## config.mk

```make
export PLATFORM = sky130hd
export DESIGN_NAME = grid_pixel_writer_flat
export DESIGN_NICKNAME = d
export VERILOG_FILES = /design/src/rtl/grid_pkg.sv /design/src/rtl/grid_pixel_writer_if.sv /design/src/rtl/pixel_scan_counter.sv /design/src/rtl/grid_pixel_writer.sv /design/src/flat_wrapper.sv
export SDC_FILE = /design/constraint.sdc
export NUM_CORES = 1
export LEC_CHECK = 0
export BUFFER_PORTS_ARGS = -buffer_cell sky130_fd_sc_hd__buf_4
export CAP_MARGIN = 15
export CORE_MARGIN = 8
export CORE_UTILIZATION = 25
export DETAILED_ROUTE_END_ITERATION = 8
export PLACE_DENSITY_LB_ADDON = 0.12
export SKIP_LAST_GASP = 1
export SYNTH_ARGS = -nofsm -noshare
export SYNTH_HDL_FRONTEND = slang
export SYNTH_SLANG_ARGS = --single-unit
```

## constraint.sdc

```tcl
create_clock -name clock -period 5.9 [get_ports clock]
set_input_delay 1.18 -clock clock [delete_from_list [all_inputs] [get_ports clock]]
set_output_delay 1.18 -clock clock [all_outputs]
set_load 0.1 [all_outputs]
```

## src/rtl/grid_pkg.sv

```systemverilog
// Shared geometry defaults, coordinate type, FSM states and write payload for the grid pixel writer.
package grid_pkg;
  localparam int unsigned GRID_W_DEF    = 40;
  localparam int unsigned GRID_H_DEF    = 10;
  localparam int unsigned CELL_LOG2_DEF = 4;
  localparam int unsigned COORD_W       = 11;

  typedef logic [COORD_W-1:0] coord_t;

  typedef enum logic [1:0] {
    IDLE = 2'd0,
    DRAW = 2'd1,
    DONE = 2'd2
  } writer_state_t;

  // One framebuffer write: position and colour
  typedef struct packed {
    coord_t x;
    coord_t y;
    logic   color;
  } pixel_wr_t;
endpackage

```

## src/rtl/grid_pixel_writer_if.sv

```systemverilog
// Control handshake and pixel-write bus between the grid pixel writer (slave) and its user (master).
interface grid_pixel_writer_if;
  import grid_pkg::*;

  logic   start;
  logic   stall;
  coord_t x;
  coord_t y;
  logic   pixel_color;
  logic   pixel_write;
  logic   busy;
  logic   done;

  modport master (
    output start, stall,
    input  x, y, pixel_color, pixel_write, busy, done
  );

  modport slave (
    input  start, stall,
    output x, y, pixel_color, pixel_write, busy, done
  );
endinterface

```

## src/rtl/pixel_scan_counter.sv

```systemverilog
// Raster-order px/py counter over the scaled image; o_last_c flags the final pixel of the frame.
module pixel_scan_counter
  import grid_pkg::*;
#(
  parameter int unsigned IMG_W = 640,
  parameter int unsigned IMG_H = 160
) (
  input  logic   clock,
  input  logic   reset,
  input  logic   i_clr,
  input  logic   i_en,
  output coord_t o_px,
  output coord_t o_py,
  output logic   o_last_c
);
  coord_t r_px;
  coord_t r_py;
  logic   w_row_end;

  assign w_row_end = (r_px == COORD_W'(IMG_W - 1));

  // px is the inner index; wrapping it steps py
  always_ff @(posedge clock) begin
    if (reset || i_clr) begin
      r_px <= '0;
      r_py <= '0;
    end else if (i_en) begin
      if (w_row_end) begin
        r_px <= '0;
        r_py <= r_py + COORD_W'(1);
      end else begin
        r_px <= r_px + COORD_W'(1);
      end
    end
  end

  assign o_px     = r_px;
  assign o_py     = r_py;
  assign o_last_c = w_row_end && (r_py == COORD_W'(IMG_H - 1));
endmodule

```

## src/rtl/grid_pixel_writer.sv

```systemverilog
// Snapshots a bit grid on start and streams its scaled image to the framebuffer, one pixel per cycle.
// Build option GRID_PIXEL_WRITER_GRIDLINES_EN blanks the first row/column of every cell (1-px outline).
module grid_pixel_writer
  import grid_pkg::*;
#(
  parameter int unsigned GRID_W    = GRID_W_DEF,
  parameter int unsigned GRID_H    = GRID_H_DEF,
  parameter int unsigned CELL_LOG2 = CELL_LOG2_DEF,
  parameter int unsigned X_ORIGIN  = 0,
  parameter int unsigned Y_ORIGIN  = 0
) (
  input  logic              clock,
  input  logic              reset,
  input  logic [GRID_W-1:0] grid_in [GRID_H],
  grid_pixel_writer_if.slave bus
);
  localparam int unsigned CELL  = 32'd1 << CELL_LOG2;
  localparam int unsigned IMG_W = GRID_W * CELL;
  localparam int unsigned IMG_H = GRID_H * CELL;
  localparam int unsigned COL_W = (GRID_W > 1) ? $clog2(GRID_W) : 1;
  localparam int unsigned ROW_W = (GRID_H > 1) ? $clog2(GRID_H) : 1;

  writer_state_t     r_state;
  writer_state_t     w_state_d;
  logic [GRID_W-1:0] r_snap [GRID_H];
  pixel_wr_t         r_wr;
  pixel_wr_t         w_wr_d;
  logic              r_write;
  logic              r_busy;
  logic              r_done;
  logic              r_fin;
  logic              w_fin_d;
  logic              w_issue;
  logic              w_snap_load;
  logic              w_scan_clr;
  coord_t            w_px;
  coord_t            w_py;
  logic              w_last_c;
  logic [COL_W-1:0]  w_col;
  logic [ROW_W-1:0]  w_row;
  logic              w_color;

  // Counter holds the next pixel to issue; parked at (0,0) outside DRAW
  assign w_scan_clr = (r_state != DRAW);

  pixel_scan_counter #(
    .IMG_W (IMG_W),
    .IMG_H (IMG_H)
  ) u_scan (
    .clock    (clock),
    .reset    (reset),
    .i_clr    (w_scan_clr),
    .i_en     (w_issue),
    .o_px     (w_px),
    .o_py     (w_py),
    .o_last_c (w_last_c)
  );

  assign w_col = COL_W'(w_px >> CELL_LOG2);
  assign w_row = ROW_W'(w_py >> CELL_LOG2);

`ifdef GRID_PIXEL_WRITER_GRIDLINES_EN
  localparam coord_t SUB_MASK = COORD_W'(CELL - 1);
  assign w_color = r_snap[w_row][w_col]
                   && ((w_px & SUB_MASK) != '0)
                   && ((w_py & SUB_MASK) != '0);
`else
  assign w_color = r_snap[w_row][w_col];
`endif

  always_ff @(posedge clock) begin
    if (reset) begin
      r_state <= IDLE;
    end else begin
      r_state <= w_state_d;
    end
  end

  // r_fin marks that the last pixel has gone out; DRAW waits one cycle on it so done follows the last write
  always_comb begin
    w_state_d   = r_state;
    w_issue     = 1'b0;
    w_snap_load = 1'b0;
    w_wr_d      = r_wr;
    case (r_state)
      IDLE: begin
        if (bus.start) begin
          w_state_d   = DRAW;
          w_snap_load = 1'b1;
        end
      end
      DRAW: begin
        if (r_fin) begin
          w_state_d = DONE;
        end else if (!bus.stall) begin
          w_issue = 1'b1;
        end
      end
      DONE: begin
        w_state_d = IDLE;
      end
      default: begin
        w_state_d = IDLE;
      end
    endcase
    if (w_issue) begin
      w_wr_d.x     = COORD_W'(X_ORIGIN) + w_px;
      w_wr_d.y     = COORD_W'(Y_ORIGIN) + w_py;
      w_wr_d.color = w_color;
    end
    w_fin_d = (w_state_d == DRAW) && (r_fin || (w_issue && w_last_c));
  end

  always_ff @(posedge clock) begin
    if (reset) begin
      r_snap  <= '{default: '0};
      r_wr    <= '0;
      r_write <= 1'b0;
      r_busy  <= 1'b0;
      r_done  <= 1'b0;
      r_fin   <= 1'b0;
    end else begin
      if (w_snap_load) begin
        r_snap <= grid_in;
      end
      r_wr    <= w_wr_d;
      r_write <= w_issue;
      r_busy  <= (w_state_d == DRAW);
      r_done  <= (w_state_d == DONE);
      r_fin   <= w_fin_d;
    end
  end

  assign bus.x           = r_wr.x;
  assign bus.y           = r_wr.y;
  assign bus.pixel_color = r_wr.color;
  assign bus.pixel_write = r_write;
  assign bus.busy        = r_busy;
  assign bus.done        = r_done;
endmodule

```

## src/flat_wrapper.sv

```systemverilog
// flat-port wrapper written by rule: the top's interface ports become plain ports
module grid_pixel_writer_flat import grid_pkg::*;
#(
  parameter int unsigned GRID_W    = GRID_W_DEF,
  parameter int unsigned GRID_H    = GRID_H_DEF,
  parameter int unsigned CELL_LOG2 = CELL_LOG2_DEF,
  parameter int unsigned X_ORIGIN  = 0,
  parameter int unsigned Y_ORIGIN  = 0
)
  (clock, reset, grid_in, bus_start, bus_stall, bus_x, bus_y, bus_pixel_color, bus_pixel_write, bus_busy, bus_done);
  grid_pixel_writer_if bus_i ();
  input  logic clock;
  input  logic reset;
  input  logic [GRID_W-1:0] grid_in[GRID_H];
  input wire logic [$bits(bus_i.start)-1:0] bus_start;
  input wire logic [$bits(bus_i.stall)-1:0] bus_stall;
  output wire logic [$bits(bus_i.x)-1:0] bus_x;
  output wire logic [$bits(bus_i.y)-1:0] bus_y;
  output wire logic [$bits(bus_i.pixel_color)-1:0] bus_pixel_color;
  output wire logic [$bits(bus_i.pixel_write)-1:0] bus_pixel_write;
  output wire logic [$bits(bus_i.busy)-1:0] bus_busy;
  output wire logic [$bits(bus_i.done)-1:0] bus_done;
  assign bus_i.start = bus_start;
  assign bus_i.stall = bus_stall;
  assign bus_x = bus_i.x;
  assign bus_y = bus_i.y;
  assign bus_pixel_color = bus_i.pixel_color;
  assign bus_pixel_write = bus_i.pixel_write;
  assign bus_busy = bus_i.busy;
  assign bus_done = bus_i.done;
  grid_pixel_writer #(.GRID_W(GRID_W), .GRID_H(GRID_H), .CELL_LOG2(CELL_LOG2), .X_ORIGIN(X_ORIGIN), .Y_ORIGIN(Y_ORIGIN)) u_core (.clock(clock), .reset(reset), .grid_in(grid_in), .bus(bus_i));
endmodule
```

# [Word-level counts from Yosys, hierarchy flattened]
# Index checks and enable logic that the tools add are counted.
[totals] register_bits=451 word_cells=52 input_bits=404 output_inout_bits=26
[classes] reduce_logical=7 n_addsub=2 eq_ne=6 n_lt_le_gt_ge=2 bitwise=1 mux=14
[ops] cell="40-bit binary-select mux with 4-bit select" count=1
[ops] cell="40-bit two-way mux" count=2
[ops] cell="11-bit by 1-bit adder with 11-bit output (second input constant)" count=2
[ops] cell="11-bit by 10-bit equality test with 1-bit output (second input constant)" count=1
[ops] cell="11-bit by 8-bit equality test with 1-bit output (second input constant)" count=1
[ops] cell="11-bit two-way mux" count=1
[ops] cell="6-bit by 7-bit less-than comparator with 1-bit output (second input constant)" count=1
[ops] cell="1-bit binary-select mux with 6-bit select" count=1
[ops] cell="1-bit two-way mux" count=6
[ops] cell="5-bit >= comparator (second input constant)" count=1
[ops] cell="4-bit inverter with 5-bit output" count=1
[ops] cell="2-bit by 1-bit equality test with 1-bit output (second input constant)" count=2
[ops] cell="2-bit two-way mux" count=2
[ops] cell="2-bit one-hot mux with 2 select lines" count=1
[ops] cell="1-bit logical AND" count=3
[ops] cell="2-bit equality test (second input constant)" count=1
[ops] cell="2-bit logical NOT" count=1
[ops] cell="1-bit logical OR" count=2
[ops] cell="2-bit by 1-bit inequality test with 1-bit output (second input constant)" count=1
[ops] cell="2-bit AND reduction" count=1

# [Longest topological paths before layout]
# Gate-level depths: netlist of run 1.
[logic_depth] word_depth=6 depth_mapped=12 ltp_nobuf=7

# [Hierarchy]
# A second synthesis of run 1 with hierarchy kept.
[hier_totals] hier_cells=2333 area_unflattened_um2=19348.6
[modules_own_cells] mod="grid_pixel_writer" area_per_inst_um2=18257.5 seq_area_each_um2=8588.2 n_inst=1 cells_each=2208
[modules_own_cells] mod="pixel_scan_counter" area_per_inst_um2=1091.0 seq_area_each_um2=440.4 n_inst=1 cells_each=125

# [Worst setup path before layout of run 1]
# No wires, ideal clock.
[synth_path] path_type="input-to-reg" start="input port bus_stall" end="register u_core.u_scan.r_py[10], in the netlist u_core.u_scan.o_py[10]" setup_ps=70 cell_stages=6 required_time_ps=5830 arrival_ps=3031 path_buffers=0 setup_slack_ps=2799 cell_sequence="or3_4 nor4_4 nand4_4 or3_4 or3_1 a21oi_1"
[synth_between] elab_chain_cells=4
[synth_lines] element="start, declared" line="flat_wrapper.sv:16" text="input wire logic [$bits(bus_i.stall)-1:0] bus_stall;"
[synth_lines] element="1-bit two-way mux" line="grid_pixel_writer.sv:95" text="end else if (!bus.stall) begin"
[synth_lines] element="1-bit two-way mux" line="grid_pixel_writer.sv:93" text="if (r_fin) begin"
[synth_lines] element="1-bit two-way mux" line="grid_pixel_writer.sv:85" text="case (r_state)"
[synth_lines] element="2-bit AND reduction (no line)"
[synth_lines] element="end signal, assigned" line="pixel_scan_counter.sv:30" text="r_py <= r_py + COORD_W'(1);"
[synth_lines] element="end, declared" line="pixel_scan_counter.sv:17" text="coord_t r_py;"
# No other way between the ends.
# A chain may end at the register's enable or synchronous reset.

# [Worst setup path in the final report of run 1]
[layout_path] start="register u_core.u_scan.r_py[4], in the netlist u_core.u_scan.o_py[4]" end="register u_core.r_wr, in the netlist u_core.bus.pixel_color"
[layout_between] elab_chain_cells=6
[layout_lines] element="4-bit inverter with 5-bit output (not written as such)" line="grid_pixel_writer.sv:68" text="assign w_color = r_snap[w_row][w_col];"
[layout_lines] element="40-bit binary-select mux with 4-bit select" line="grid_pixel_writer.sv:68"
[layout_lines] element="40-bit two-way mux (not written as such) (2 in a row)" line="grid_pixel_writer.sv:68"
[layout_lines] element="1-bit binary-select mux with 6-bit select" line="grid_pixel_writer.sv:68"
[layout_lines] element="1-bit two-way mux (not written as such)" line="grid_pixel_writer.sv:68"
[layout_lines] element="end signal, assigned" line="grid_pixel_writer.sv:126" text="r_wr <= w_wr_d;"
[layout_lines] element="end, declared" line="grid_pixel_writer.sv:26" text="pixel_wr_t r_wr;"
# No other way between the ends. The select of a mux whose other input is x is not followed.

==> results of run 1 <==
[sequential cells by signal, summed over array words and instances (netlist names)]
register	count
u_core.bus.done	1
u_core.bus.pixel_write	1
u_core.u_scan.o_py	11
u_core.u_scan.o_px	11
u_core.bus.y	11
u_core.r_state	2
u_core.r_snap	400
u_core.bus.x	11
u_core.bus.pixel_color	1
u_core.bus.busy	1
u_core.r_fin	1
[cell usage after synthesis (2+ instances only)]
library cell	instances
and3_1	7
nor2_1	32
nand4_1	8
mux4_2	76
inv_1	3
a21boi_0	2
a21oi_1	436
ha_1	2
a22oi_1	2
o221a_2	2
or4_1	4
buf_4	10
nor2b_1	3
nand2b_1	2
xnor2_1	5
a31oi_1	2
nand2_1	860
dfxtp_1	451
o21bai_1	2
nand4b_1	4
nor4_1	2
a221oi_1	14
nor3_1	8
xor2_1	8
mux2_2	6
clkbuf_1	156
or3_1	7
o21ai_0	23
o21a_1	3
nand3_1	2
or3_4	2
o311ai_0	2
buf_2	16
o221ai_1	16
mux2i_1	65
or2_2	2
[critical path, stage by stage (launching register included)]
cell and delay (ns):
dfxtp_4 0.99, buf_4 0.42, mux4_2 0.55, mux2i_1 0.47, o221ai_1 0.23, nand4_1 0.14, and3_1 0.16, nand4_1 0.11
a41o_1 0.27
[where the power goes]
part	internal (uW)	switching, uW
logic	348	453
clock network	2090	1350
registers	3210	93.2
total	5660	1890
[area by class of cell]
cell class / instances / area [um^2]
fillers: 8004 / 50800
multi-input cells: 1627 / 9130
flip-flops and latches: 451 / 9040
repair buffers: 446 / 3430
clock buffers: 79 / 1610
well taps: 978 / 1220
clock inverters: 19 / 234
inverters: 4 / 15.0
diodes: 1 / 2.50
[per-layer routing]
metal	track usage	up-vias	share of wire
li1	-	8318	-
met1	0.235	8301	0.45
met2	0.299	484	0.47
met3	0.0417	69	0.059
met4	0.0330	4	0.015
met5	0	-	0.00039
[worst max-delay path by stage]
| stage | endpoint | slack (ns) | cells past startpoint |
|---|---|---|---|
| after global placement | u_core.bus.pixel_color | 2.19 | 8 |
| after floorplan | u_core.u_scan.o_py[10] | 2.80 | 6 |
| final | u_core.bus.pixel_color | 2.38 | 8 |
| after global routing | u_core.bus.pixel_color | 2.13 | 8 |
| after detailed placement | u_core.bus.pixel_color | 2.25 | 8 |
| after CTS | u_core.bus.pixel_color | 2.21 | 8 |
[per-stage QoR]
step / utilization / hold WS [ns]
6_report: 0.327 / 0.450
2_1_floorplan: - / 0.433
3_5_place_dp: 0.303 / 0.443
5_1_grt: 0.327 / 0.464
4_1_cts: 0.327 / 0.451
3_3_place_gp: 0.303 / 0.441
[kinds of logic after synthesis]
kind of cell / after synthesis / synth area share
and+or+nand+nor: 951 / 0.200
AOI/OAI and AO/OA: 514 / 0.146
DFF: 451 / 0.477
buffers and inverters: 189 / 0.0410
muxes: 147 / 0.128
xor gates and xnor gates: 13 / 0.00602
adders and majority gates: 2 / 0.00132
==> reports/metrics.yaml, run 1 <==
clock_network:
  cts_hold_buf: 0
  cts_tree: "yes"
  cts-resized-gates: 0
  cts.sinks: 451
  path_clk_slew_ns: 0.06
  cts_buffer_depth: 3
  htreeDepth: 2
  cts_buffers: 53
  cts_root_buffer: "clkbuf_16"
  clk_latency_ns: 0.59
  post_cts_buffers: 0
die:
  dieArea_um2: 84700
  ios: 430
  rows: 101
  core_um2: 75400
  die_w_um: 291
  dieHeight_um: 291
  initial_core_util: 0.251
timing:
  fin_ws_ns: 2.38
  min_period_ns: 3.52
  fin_crit_sh: 0.597
  worst_slew_pin_slew_ns: 1.21
  max_slew_margin: 0.194
  hold_viol_final: 0
  tns_ns: 0
  skew_ns: 0.0130
  max_freq_ghz: 0.284
  setup_viol: 0
  rsz0062_at_grt: "no"
  maxSlewViolCount: 0
grt:
  grt_pass1_wl_mm: 116
  grt_antenna_before_repair: 6
  grt_pass1_vias: 17500
  track_usage: 0.179
  overflow: 0
  grt_max_degree: 229
logic_synthesis:
  synthArstFlopShare: 0
  synth_seq_cells: 451
  yosysWarnings: 0
  synth_top_cell_area_share: 0.477
  ys.flop_type: "dfxtp_1"
  syn_area_um2: 18900
  yosysUniqueCellTypes: 58
  synth_top_area_cell: "dfxtp_1"
  synth_nets: 2673
  seq_area_frac_synth: 0.477
  postSynthCellCount: 2267
  synth_area_per_cell_um2: 8.34
  synth_area_leaders: "dfxtp_1 (48%), nand2_1 (17%), a21oi_1 (12%), mux4_2 (9.0%), mux2i_1 (3.4%)"
  synth_edf_count: 0
placement:
  place_area_um2: 22800
  place_inst: 3506
  port_buffers: 429
  dp_hpwl_mm: 59.0
  gp_congestion: 0.804
  dp_slack_ns: 2.25
final_layout:
  synthToLayoutAreaGrowth_pct: 30.5
  layout.nets: 2989
  postLayoutCellArea_um2: 24700
  layout-drive-gt1-share: 0.241
  final_cell_mix: "nand2_1 (860), dfxtp_1 (447), buf_4 (439)"
  mostFrequentLayoutCell: "nand2_1"
  fin_cells: 3605
setup_path:
  critical_path_arrival_ns: 4.01
  r2r-end: "u_core.bus.pixel_color"
  r2r_setup_slack_ns: 2.38
  path_max_fanout: 48
  r2r_cells: 8
  startpoint: "u_core.u_scan.o_py[4]"
  crit_type: "flip-flop to flip-flop"
  crit_required_ns: 6.39
  endpoint_kind: "flip-flop"
  setup.worst_path.start_class: "flip-flop"
  worstReg2RegStart: "u_core.u_scan.o_py[4]"
routing:
  drtPass1Iterations: 7
  viasPerCell: 4.76
  first_iter_violations: 1142
  antenna_left: 0
  routed_wl_mm: 79.4
  drc: 0
  vias: 17200
  post_drt_wl_per_cell_um: 22.0
job:
  cap_violations: 0
power_and_ir_drop:
  ir_worst_vdd_v: 0.000184
  power_uw: 7550
  powerDensity_nw_per_um2: 306
  p_leak_uw: 0.00935
worst_hold_path:
  hold_path_depth: 2
  holdPathEnd: "u_core.r_snap[156]"
  worstHoldPathType: "flip-flop to flip-flop"
  hold_path_startpoint: "u_core.r_snap[156]"
outcome:
  status: "complete, no violations"
(Power assumes the default switching activity.)
==> run 2, diff against run 1 <==
--- a/config.mk
+++ b/config.mk
@@ -5,6 +5,7 @@
 export SDC_FILE = /design/constraint.sdc
 export NUM_CORES = 1
 export LEC_CHECK = 0
+export ABC_AREA = 1
 export BUFFER_PORTS_ARGS = -buffer_cell sky130_fd_sc_hd__buf_4
 export CAP_MARGIN = 15
 export CORE_MARGIN = 8
==> constraint.sdc (replaced) <==
create_clock -name clock -period 3.1 [get_ports clock]
set_input_delay 0.62 -clock clock [delete_from_list [all_inputs] [get_ports clock]]
set_output_delay 0.62 -clock clock [all_outputs]
set_load 0.1 [all_outputs]
==> run 2 against run 1 <==
Effect of this change:
- sequential share of layout area shrank 1.4 points
- routed wire length grew 15%
- final cell count grew 15%
- global-route usage grew 2.2 points
- synthesized cell count grew 22%
- clock skew grew 0.0036 ns
- sequential power grew 94%
- power grew 100%
- synthesized area grew 3.8%
- register-to-register slack lost 2.1 ns
- fmax grew 24%
==> reports/metrics.yaml, run 2 <==
power_and_ir_drop:
  ir_worst_vdd_v: 0.000442
  intPower_uw: 11100
  p_sw_frac: 0.267
  p_clk_frac: 0.442
  power_uw: 15100
  powerDensity_nw_per_um2: 588
  p_leak_uw: 0.0104
  combPwrFrac: 0.131
  seq_power_share: 0.427
  power.switching_uw: 4020
clock_network:
  cts_buffers: 55
  cts_root_buffer: "clkbuf_16"
  cts_tree: "yes"
  htreeDepth: 2
  post_cts_buffers: 0
  cts_hold_buf: 0
  cts_buffer_depth: 3
  clk_latency_ns: 0.61
  cts.sinks: 451
  path_clk_slew_ns: 0.06
  cts-resized-gates: 0
timing:
  max_freq_ghz: 0.352
  tns_ns: 0
  hold_viol_final: 0
  worst_slew_pin_slew_ns: 0.825
  maxSlewViolCount: 0
  fin_crit_sh: 0.917
  rsz0062_at_grt: "no"
  max_slew_margin: 0.444
  fin_ws_ns: 0.256
  setup_viol: 0
  min_period_ns: 2.84
  skew_ns: 0.0165
setup_path:
  crit_family: "simple AND/OR/NAND/NOR gates"
  cp_common_cell: "nand2_1"
  cp_num_buf_inv: 2
  critical_path_arrival_ns: 3.33
  crit_path_cell_trace: "buf_12 -> buf_12 -> nand2_1 -> nand3_1 -> nand3_1 -> nand3_1 -> nand2_1 -> nand3_1 -> nand2_1 -> nand2_1 -> nand2_1 -> nor2_1 -> nand2_1 -> nand3_1 -> a21oi_1"
  r2r_setup_slack_ns: 0.26
  crit_required_ns: 3.59
  endpoint_kind: "flip-flop"
  setup.worst_path.start_class: "flip-flop"
  slowest_stage: "dfxtp_4"
  path_max_fanout: 92
  crit_type: "flip-flop to flip-flop"
  max_stage_delay_ns: 0.54
logic_synthesis:
  ys.flop_type: "dfxtp_1"
  syn_area_um2: 19600
  postSynthCellCount: 2764
  synth_top_area_cell: "dfxtp_1"
  synth_area_per_cell_um2: 7.10
  synth_edf_count: 0
  ys_top_cells_by_count: "o21ai_0 (479), dfxtp_1 (451), nor2_1 (437)"
  synth_top_cell_area_share: 0.460
  yosysWarnings: 0
  synth_nets: 3170
  synthArstFlopShare: 0
  synth_seq_cells: 451
  yosysMostFrequentCell: "o21ai_0"
  yosysUniqueCellTypes: 36
  seq_area_frac_synth: 0.460
  synth_area_leaders: "dfxtp_1 (46%), o21ai_0 (12%), nor2_1 (8.4%), a21oi_1 (8.2%), inv_1 (5.0%)"
final_layout:
  mostFrequentLayoutCell: "o21ai_0"
  layout-drive-gt1-share: 0.189
  synthToLayoutAreaGrowth_pct: 30.5
  regMostFlops: "u_core.r_snap"
  layout.nets: 3474
  register_area_um2: 9040
  final_cell_mix: "o21ai_0 (479), buf_4 (459), dfxtp_1 (448)"
  postLayoutCellArea_um2: 25600
  multi_input_area_um2: 8620
  largest_reg_flops: 400
  fill_cells: 8523
outcome:
  status: "complete, no violations"
die:
  initial_core_util: 0.253
  rows: 102
  core_um2: 77600
  dieHeight_um: 296
  dieArea_um2: 87800
  ios: 430
  die_w_um: 296
grt:
  track_usage: 0.201
  grt_antenna_before_repair: 15
  overflow: 0
  grt_pass1_vias: 19900
  grt_pass1_wl_mm: 132
  grt_max_degree: 202
placement:
  place_area_um2: 23700
  port_buffers: 429
  gp_congestion: 0.870
  dp_slack_ns: 0.291
  dp_hpwl_mm: 69.6
routing:
  first_iter_violations: 1486
  antenna_left: 0
  drtPass1Iterations: 7
  routed_wl_mm: 91.7
  viasPerCell: 4.75
  post_drt_wl_per_cell_um: 22.1
  vias: 19700
  drc: 0
job:
  cap_violations: 0
worst_hold_path:
  worstHoldPathType: "primary input to flip-flop"
## run 2: cell families after synthesis
group / count (synthesis) / share of synthesized area
compound gates: 914 / 0.247
simple gates: 898 / 0.190
buf+inv: 499 / 0.102
flops: 451 / 0.460
fa+ha+maj: 2 / 0.00127
## run 2: metal layers
layer,global-route usage,wire length [um]
met5,0,76
met4,0.0508,2150
met3,0.0480,6320
met2,0.357,45900
met1,0.242,37300
## run 2: final timing paths
check / start / end / cells past startpoint
min reg2reg: u_core.r_snap[308] / u_core.r_snap[308] / 2
min: grid_in[370] / u_core.r_snap[370] / 3
max: u_core.u_scan.o_py[4] / u_core.bus.pixel_color / 15
max reg2reg: u_core.u_scan.o_py[4] / u_core.bus.pixel_color / 15
## run 2: layout make-up
cell class | instances | area share
clock inverters | 17 | 0.00913
multi-input cells | 1814 | 0.336
clock buffers | 83 | 0.0641
flip-flops and latches | 451 | 0.353
well taps | 1040 | 0.0508
inverters | 272 | 0.0403
repair buffers | 474 | 0.146
diodes | 6 | 0.000586
## run 2: power by group through the flow
stage,Combinational (uW),Sequential (uW),Clock [uW]
final,1980,6430,6670
after global routing,2200,6480,7080
after CTS,2010,6430,6850
after detailed placement,2000,6560,0
after global placement,1990,6560,0
after floorplan,936,6630,0
## run 2: through the flow
| stage | util | std cells | hold slack, ns |
|---|---|---|---|
| 6_report | 0.330 | 4157 | 0.268 |
| 3_3_place_gp | 0.306 | 4051 | 0.441 |
| 3_5_place_dp | 0.306 | 4051 | 0.446 |
| 4_1_cts | 0.330 | 4151 | 0.228 |
| 5_1_grt | 0.330 | 4152 | 0.253 |
| 2_1_floorplan | - | 2764 | 0.420 |
## run 2: tightest hold or removal path, stage by stage
cell and delay, ns:
buf_4 0.07, o21ai_0 0.07, nor2_1 0.08
